`src/rtl/kernel5x5_sequencer.sv`:
```
// Weight-load / pixel-stream sequencer for the kernel5x5 systolic array.
// Optional: define KSEQ_UDR_COUNT_EN to add the udr_cnt bubble counter output.
module kernel5x5_sequencer #(
   parameter int ROWS    = 5,
   parameter int KSIZE   = 5,
   parameter int IMG_W   = 32,
   parameter int OUT_LAT = 14
) (
   input  logic                clk,
   input  logic                rst,
   input  logic                start,
   output logic                busy,
   output logic                done,
   input  logic                w_valid,
   output logic                w_ready,
   input  logic [ROWS*4-1:0]   w_data,
   input  logic                px_valid,
   output logic                px_ready,
   input  logic [ROWS*8-1:0]   px_data,
   input  logic [15:0]         bias,
   output logic [ROWS*8-1:0]   arr_in,
   output logic [7:0]          arr_yaux,
   output logic [3:0]          arr_ctrl,
   output logic                res_valid,
   output logic                res_hi,
   output logic                err_udr
`ifdef KSEQ_UDR_COUNT_EN
   ,
   output logic [15:0]         udr_cnt
`endif
);

   typedef enum logic [1:0] {S_IDLE, S_WLOAD, S_RUN, S_DRAIN} state_t;

   localparam logic [7:0]  T_LAST_W = 8'(2*KSIZE-2);
   localparam logic [7:0]  T_LAST_D = 8'(OUT_LAT-1);
   localparam logic [15:0] PX_LAST  = 16'(IMG_W);

   state_t               state;
   logic [7:0]           t;
   logic [15:0]          pix_cnt;
   logic                 phase;
   logic                 cur_valid;
   logic [15:0]          bias_q;
   logic [OUT_LAT-1:0]   pipe_v;
   logic [OUT_LAT-1:0]   pipe_h;

   logic                 w_even;
   logic                 push_v;
   logic                 push_h;
   logic                 streaming;

   assign w_even    = (state == S_WLOAD) && !t[0];
   assign w_ready   = w_even;
   assign px_ready  = (state == S_RUN) && !phase;
   assign streaming = (state == S_RUN) || (state == S_DRAIN);
   assign push_v    = px_ready ? px_valid : ((state == S_RUN) ? cur_valid : 1'b0);
   assign push_h    = streaming && phase;
   assign busy      = (state != S_IDLE);
   assign res_valid = pipe_v[OUT_LAT-1];
   assign res_hi    = pipe_v[OUT_LAT-1] & pipe_h[OUT_LAT-1];

   // NOTE: every output gets a default before the case so no path leaves it unassigned (no latch).
   always_comb begin
      arr_in   = '0;
      arr_ctrl = 4'b0000;
      arr_yaux = 8'h00;
      case (state)
         S_WLOAD: begin
            if (w_even) begin
               for (int r = 0; r < ROWS; r++) arr_in[8*r +: 8] = {4'b0000, w_data[4*r +: 4]};
               if (!w_valid)            arr_ctrl = 4'b0100;
               else if (t == T_LAST_W)  arr_ctrl = 4'b0001;
            end
         end
         S_RUN, S_DRAIN: begin
            arr_ctrl[2:0] = phase ? 3'b100 : 3'b010;
            arr_ctrl[3]   = pipe_h[OUT_LAT-1];
            arr_yaux      = phase ? bias_q[15:8] : bias_q[7:0];
            if (px_ready && px_valid) arr_in = px_data;
         end
         default: ;
      endcase
   end

   // NOTE: the valid pipeline is reset with the FSM so a mid-pass reset never emits stale res_valid.
   always_ff @(posedge clk or posedge rst) begin
      if (rst) begin
         state     <= S_IDLE;
         t         <= 8'd0;
         pix_cnt   <= 16'd0;
         phase     <= 1'b0;
         cur_valid <= 1'b0;
         bias_q    <= 16'h0000;
         pipe_v    <= '0;
         pipe_h    <= '0;
         done      <= 1'b0;
         err_udr   <= 1'b0;
`ifdef KSEQ_UDR_COUNT_EN
         udr_cnt   <= 16'h0000;
`endif
      end else begin
         done   <= 1'b0;
         pipe_v <= {pipe_v[OUT_LAT-2:0], push_v};
         pipe_h <= {pipe_h[OUT_LAT-2:0], push_h};
         case (state)
            S_IDLE: begin
               if (start) begin
                  state   <= S_WLOAD;
                  t       <= 8'd0;
                  bias_q  <= bias;
                  err_udr <= 1'b0;
`ifdef KSEQ_UDR_COUNT_EN
                  udr_cnt <= 16'h0000;
`endif
               end
            end
            S_WLOAD: begin
               if (t[0] || w_valid) begin
                  if (t == T_LAST_W) begin
                     state   <= S_RUN;
                     t       <= 8'd0;
                     pix_cnt <= 16'd0;
                     phase   <= 1'b0;
                  end else begin
                     t <= t + 8'd1;
                  end
               end
            end
            S_RUN: begin
               phase <= !phase;
               if (!phase) begin
                  pix_cnt   <= pix_cnt + 16'd1;
                  cur_valid <= px_valid;
                  if (!px_valid) begin
                     err_udr <= 1'b1;
`ifdef KSEQ_UDR_COUNT_EN
                     if (udr_cnt != 16'hFFFF) udr_cnt <= udr_cnt + 16'd1;
`endif
                  end
               end else if (pix_cnt == PX_LAST) begin
                  state <= S_DRAIN;
                  t     <= 8'd0;
               end
            end
            S_DRAIN: begin
               phase <= !phase;
               if (t == T_LAST_D) begin
                  state <= S_IDLE;
                  phase <= 1'b0;
                  done  <= 1'b1;
               end else begin
                  t <= t + 8'd1;
               end
            end
            default: state <= S_IDLE;
         endcase
      end
   end

endmodule

```
`config.mk`:
```
export PLATFORM = sky130hd
export DESIGN_NAME = kernel5x5_sequencer
export DESIGN_NICKNAME = d
export VERILOG_FILES = /design/src/rtl/kernel5x5_sequencer.sv
export SDC_FILE = /design/constraint.sdc
export NUM_CORES = 1
export LEC_CHECK = 0
export BUFFER_PORTS_ARGS = -buffer_cell sky130_fd_sc_hd__buf_4
export CORE_ASPECT_RATIO = 1.5
export CORE_MARGIN = 8
export CORE_UTILIZATION = 35
export CTS_BUF_LIST = sky130_fd_sc_hd__clkbuf_8
export DETAILED_ROUTE_END_ITERATION = 12
export PLACE_DENSITY = 0.58
export SYNTH_ARGS = -nofsm -noshare
export SYNTH_HDL_FRONTEND = slang
export SYNTH_SLANG_ARGS = --single-unit
```
`constraint.sdc`:
```
create_clock -name clk -period 3.3 [get_ports clk]
set_clock_uncertainty 0.1 [all_clocks]
set_input_delay 0.66 -clock clk [delete_from_list [all_inputs] [get_ports clk]]
set_output_delay 0.66 -clock clk [all_outputs]
set_load 0.05 [all_outputs]
```
==> impl_metrics.ini, run 1 <==
[outcome]
status = finished clean

[critical_path]
cp.buffers_inverters = 4
r2r_start = state[0]$_DFFE_PP0P_
ff2ff_setup_slack_ns = 0.73
crit_required_ns = 2.54
worstSetupPathType = reg -> out
cp_top_family = buffers and inverters
path_cells = inv_1, ha_1, inv_1, nor4b_2, buf_4, a22o_1, buf_4
endpoint_kind = output port
timing.critical_path.slowest_cell_delay_ns = 0.42
crit_path_max_fanout = 40
start_kind = register
reg2reg_to = t[7]$_DFFE_PP0P_
slowest_stage = dfrtp_1
reg2reg_depth = 8
critPathArrivalTime_ns = 2.22

[route]
drtIter0Drc = 114
routed-via-count = 3082
drc_errors = 0
antenna_left = 0
viasPerCell = 5.052
wl_mm = 10.75
avgRoutedWirePerCell_um = 17.62
first_pass_iters = 4

[finish]
fin_nets = 579
diodes = 0
fill_cells = 987
syn2layout_area_growth_pct = 38.17
final_area_sq_mm = 0.005019
layout_commonest_cell = buf_4
drive_gt1_share_pct = 38.54
most-common-layout-cells = 146 x buf_4, 74 x dfrtp_1, 30 x nor2_1, 24 x and2_1, 23 x nand2_1

[clock_network]
htree_levels = 3
path_clk_slew_ns = 0.09
cts_tree = yes
clock_path_buffers = 2
numClockSinks = 74
cts-root-buf = clkbuf_8
cts-hold-fix-buffers = 0
cts_buffers = 9
cts_resized = 0
cts.repair_timing.setup_buffer_count = 0
clkLatencyLatePin_ns = 0.35

[synthesis]
synth_seq_area_share_pct = 50.98
synth_cell_types = 47
synthFlopType = dfrtp_1
syn_nets = 435
synthCells = 344
avgSynthCellArea_sq_um = 10.56
yosys-top-cells-area = dfrtp_1 51%, mux2_2 5.6%, a22o_1 5.3%
yosysTopAreaCell = dfrtp_1
synth_edf_count = 0
async_reset_ff_share_pct = 100.0
synth_area_sq_mm = 0.003632
synth_seq_cells = 74
synth_top_area_share_pct = 50.98
yosysWarnings = 0

[sta]
holdWs_ns = 0.2347
worst_pin_slew_ns = 0.6946
setup_tns_ns = 0
hold_viol_final = 0
period_share_pct = 90.35
setup_violations = 0
clock.fmax_mhz = 335.4
rsz0062_at_grt = false
fin_crit_ns = 2.981
maxSlewViolCount = 0
slew_headroom_pct = 53.58

[placement]
port_buffers = 139
hpwl_mm = 8.482
place_area_sq_mm = 0.004833
gp_congestion = 0.8095

[run]
max-cap-violations = 0

[grt]
grt_usage_pct = 15.40
grt_max_degree = 41
antenna_found_initial = 0
gr-total-overflow = 0
grt_pass1_wl_mm = 17.26
grt_pass1_vias = 3269

[floorplanning]
num_rows = 45
dieArea_sq_mm = 0.01396
die_h_um = 140.8
coreArea_sq_mm = 0.01013
io_pins = 140
start_util_pct = 35.84
die_w_um = 99.18

[power]
ir_drop_mv = 0.4824
power_leakage_nw = 2.477
powerDensity_mw_per_mm2 = 891.4

[min_path]
holdPathStages = 0
hold_start = pipe_h[7]$_DFF_PP0_
hold_end = pipe_h[8]$_DFF_PP0_
worstHoldPathType = reg -> reg
sequential cells by signal, indices dropped and copies added (netlist names), 2 cells and up:
signal and flops:
state 2, pipe_v 14, pix_cnt 16, bias_q 16, pipe_h 14, t 8
worst reg2reg max path, cell delays in order, from the launching register on:
cell,delay [ns]
dfrtp_1,0.40
inv_1,0.09
ha_1,0.21
buf_4,0.18
nor2b_1,0.23
nor3_1,0.26
o211ai_2,0.25
nand2b_1,0.36
o41ai_1,0.38
metal layers:
| metal | part of all wire (%) | vias up | GRT usage, % |
|---|---|---|---|
| li1 | - | 1510 | - |
| met4 | 1.7 | 0 | 5.124 |
| met3 | 4.6 | 14 | 3.647 |
| met5 | 0 | - | 0 |
| met1 | 42 | 1483 | 18.74 |
| met2 | 52 | 75 | 26.00 |
Yosys cell counts (5+ instances only):
cell type,instances
mux2_2,18
nor2_1,30
o21ai_0,18
nand3_1,8
inv_1,14
nand4_1,5
nor4_1,7
mux2i_1,9
dfrtp_1,74
clkbuf_1,11
ha_1,10
nor2b_1,5
nand2_1,23
a21oi_1,8
a22o_1,22
and2_1,24
area by class of cell:
| type | count | area [sq um] | share of cell area [%] |
|---|---|---|---|
| multi-input combinational | 243 | 1687 | 33.61 |
| clock inverter | 7 | 61.31 | 1.222 |
| sequential | 74 | 1852 | 36.90 |
| tap | 117 | 146.4 | 2.917 |
| inverter | 14 | 52.55 | 1.047 |
| clock buffer | 9 | 123.9 | 2.468 |
| timing repair buffer | 146 | 1096 | 21.84 |
logic make-up after synthesis:
| logic type | share of synthesized area (%) |
|---|---|
| simple gates | 19.74 |
| flops | 50.98 |
| compound gates | 13.02 |
| buf+inv | 2.824 |
| mux | 8.061 |
| fa+ha+maj | 3.445 |
| xor+xnor | 1.929 |
power by group:
part	switching [mW]	internal, mW
clock	0.363	0.285
sequential	0.172	1.19
combinational	1.62	0.845
per-stage QoR:
step | setup WS [ns] | total power [mW] | utilization (%) | cells
6_report | 0.3185 | 4.473 | 49.52 | 610
5_1_grt | 0.1784 | 4.768 | 49.52 | 610
4_1_cts | 0.2873 | 4.524 | 49.52 | 610
3_5_place_dp | 0.7016 | 3.862 | 47.69 | 594
3_3_place_gp | 0.7330 | 3.831 | 47.69 | 594
2_1_floorplan | 0.06306 | 3.089 | - | 344
worst max-delay path by stage:
stage / startpoint / to / slack (ns) / cells after the start
final: state[0]$_DFFE_PP0P_ / arr_in[11] / 0.32 / 7
after global routing: state[0]$_DFFE_PP0P_ / arr_in[9] / 0.18 / 7
after CTS: state[0]$_DFFE_PP0P_ / arr_in[1] / 0.29 / 7
after detailed placement: state[0]$_DFFE_PP0P_ / arr_in[39] / 0.70 / 7
after global placement: state[0]$_DFFE_PP0P_ / arr_in[1] / 0.73 / 7
after floorplan: state[1]$_DFFE_PP0P_ / arr_ctrl[0] / 0.06 / 7
Note: power is estimated with default switching activity, not from simulation.
==> inputs of run 2 (changes only) <==
Clock period 3.3 ns to 3.2 ns, I/O delays scaled along.
==> run 2 against run 1 <==
- sequential power increased by 3%
- highest routed layer unchanged
- critical endpoint is now arr_in[17]
- global-route usage decreased by 0.085 points
- setup slack got worse by 0.072 ns
- largest cell class unchanged
- largest power group unchanged
==> impl_metrics.ini, run 2 (synthesis results as in run 1) <==
[outcome]
status = finished clean

[route]
wl_mm = 10.80
first_pass_iters = 4
drc_errors = 0
avgRoutedWirePerCell_um = 17.73
antenna_left = 0
drtIter0Drc = 122
viasPerCell = 5.028
routed-via-count = 3062

[critical_path]
crit_required_ns = 2.46
crit_path_max_fanout = 40
path_cells = inv_1, ha_1, inv_1, nor4b_2, buf_4, a22o_1, buf_4
cp_top_family = buffers and inverters
reg2reg_depth = 8
start_kind = register
slowest_stage = dfrtp_1
critPathArrivalTime_ns = 2.21
timing.critical_path.slowest_cell_delay_ns = 0.41
ff2ff_setup_slack_ns = 0.68
worstSetupPathType = reg -> out
reg2reg_to = t[7]$_DFFE_PP0P_
endpoint_kind = output port
r2r_start = state[0]$_DFFE_PP0P_
cp.buffers_inverters = 4

[floorplanning]
die_w_um = 99.18
num_rows = 45
dieArea_sq_mm = 0.01396
die_h_um = 140.8
io_pins = 140
start_util_pct = 35.84
coreArea_sq_mm = 0.01013

[clock_network]
clkLatencyLatePin_ns = 0.35
numClockSinks = 74
path_clk_slew_ns = 0.08
cts_resized = 0
cts_tree = yes
clock_path_buffers = 2
cts.repair_timing.setup_buffer_count = 0
cts-root-buf = clkbuf_8
htree_levels = 3
cts-hold-fix-buffers = 0
cts_buffers = 9

[finish]
syn2layout_area_growth_pct = 39.37
drive_gt1_share_pct = 38.62
diodes = 0
fin_nets = 579
reg.largest.list = bias_q (16), pix_cnt (16)
fill_cells = 963
layout_commonest_cell = buf_4
most-common-layout-cells = 145 x buf_4, 74 x dfrtp_1, 29 x nor2_1, 24 x and2_1, 23 x nand2_1

[placement]
place_ws_ns = 0.5950
port_buffers = 139
hpwl_mm = 8.323
gp_congestion = 0.7900

[sta]
rsz0062_at_grt = false
slew_headroom_pct = 52.58
fin_crit_ns = 2.953
setup_violations = 0
hold_viol_final = 0
maxSlewViolCount = 0
period_share_pct = 92.29
setup_ws_ns = 0.2468
worst_pin_slew_ns = 0.7096
clock.fmax_mhz = 338.6
setup_tns_ns = 0

[grt]
grt_pass1_wl_mm = 16.91
grt_busiest_layer = met2
antenna_found_initial = 0
grt_max_degree = 75
grt_pass1_vias = 3102
met2_usage_pct = 25.93
grtUsageMet3_pct = 3.795
grt_use_met1_pct = 18.22
grt_usage_pct = 15.32
gr-total-overflow = 0

[min_path]
worstHoldPathType = reg -> reg
hold_end = pipe_h[1]$_DFF_PP0_
holdPathStages = 0
hold_start = pipe_h[0]$_DFF_PP0_

[power]
total_power_mw = 4.748
ir_drop_mv = 0.3876
powerDensity_mw_per_mm2 = 937.9
power_leakage_nw = 2.498

[run]
max-cap-violations = 0
## run 2: cell type report
cell class                      count  area [sq um]  share of cell area (%)
Multi-Input combinational cell    243          1689                   33.37
Clock buffer                        9         123.9                   2.447
Clock inverter                      6         90.09                   1.780
Inverter                           14         52.55                   1.038
Sequential cell                    74          1852                   36.58
Tap cell                          117         146.4                   2.892
Timing Repair Buffer              146          1109                   21.90
## run 2: worst max-delay path by stage
stage | start | to | slack (ns) | cells past startpoint
5_1_grt | state[0]$_DFFE_PP0P_ | arr_in[17] | 0.08 | 7
6_report | state[0]$_DFFE_PP0P_ | arr_in[17] | 0.25 | 7
2_1_floorplan | state[1]$_DFFE_PP0P_ | arr_ctrl[0] | 0.19 | 7
4_1_cts | state[0]$_DFFE_PP0P_ | arr_in[17] | 0.20 | 7
3_5_place_dp | state[0]$_DFFE_PP0P_ | arr_in[17] | 0.59 | 7
3_3_place_gp | state[0]$_DFFE_PP0P_ | arr_in[16] | 0.63 | 7
## run 2: per-layer routing
metal  share of wire, %  routed length (um)  vias to the layer above
met5                  0                   0                        -
met4                1.6                 169                        0
met3                4.7                 503                       12
met2                 53                5677                       78
met1                 41                4448                     1459
li1                   -                   -                     1513
## run 2: where the power goes
group          switching (mW)  internal, mW  total, mW
clock                   0.348         0.437      0.785
combinational            1.68         0.885       2.56
sequential              0.172          1.23       1.40
## run 2: through the flow
stage               cell area, sq um  hold slack [ns]  util [%]  instances
finish                          5062           0.2518     49.95        609
global route                    5062           0.2565     49.95        609
CTS                             5062           0.2530     49.95        609
detailed placement              4848           0.2347     47.84        594
global placement                4848           0.2344     47.84        594
floorplan                       3637           0.2312         -        344
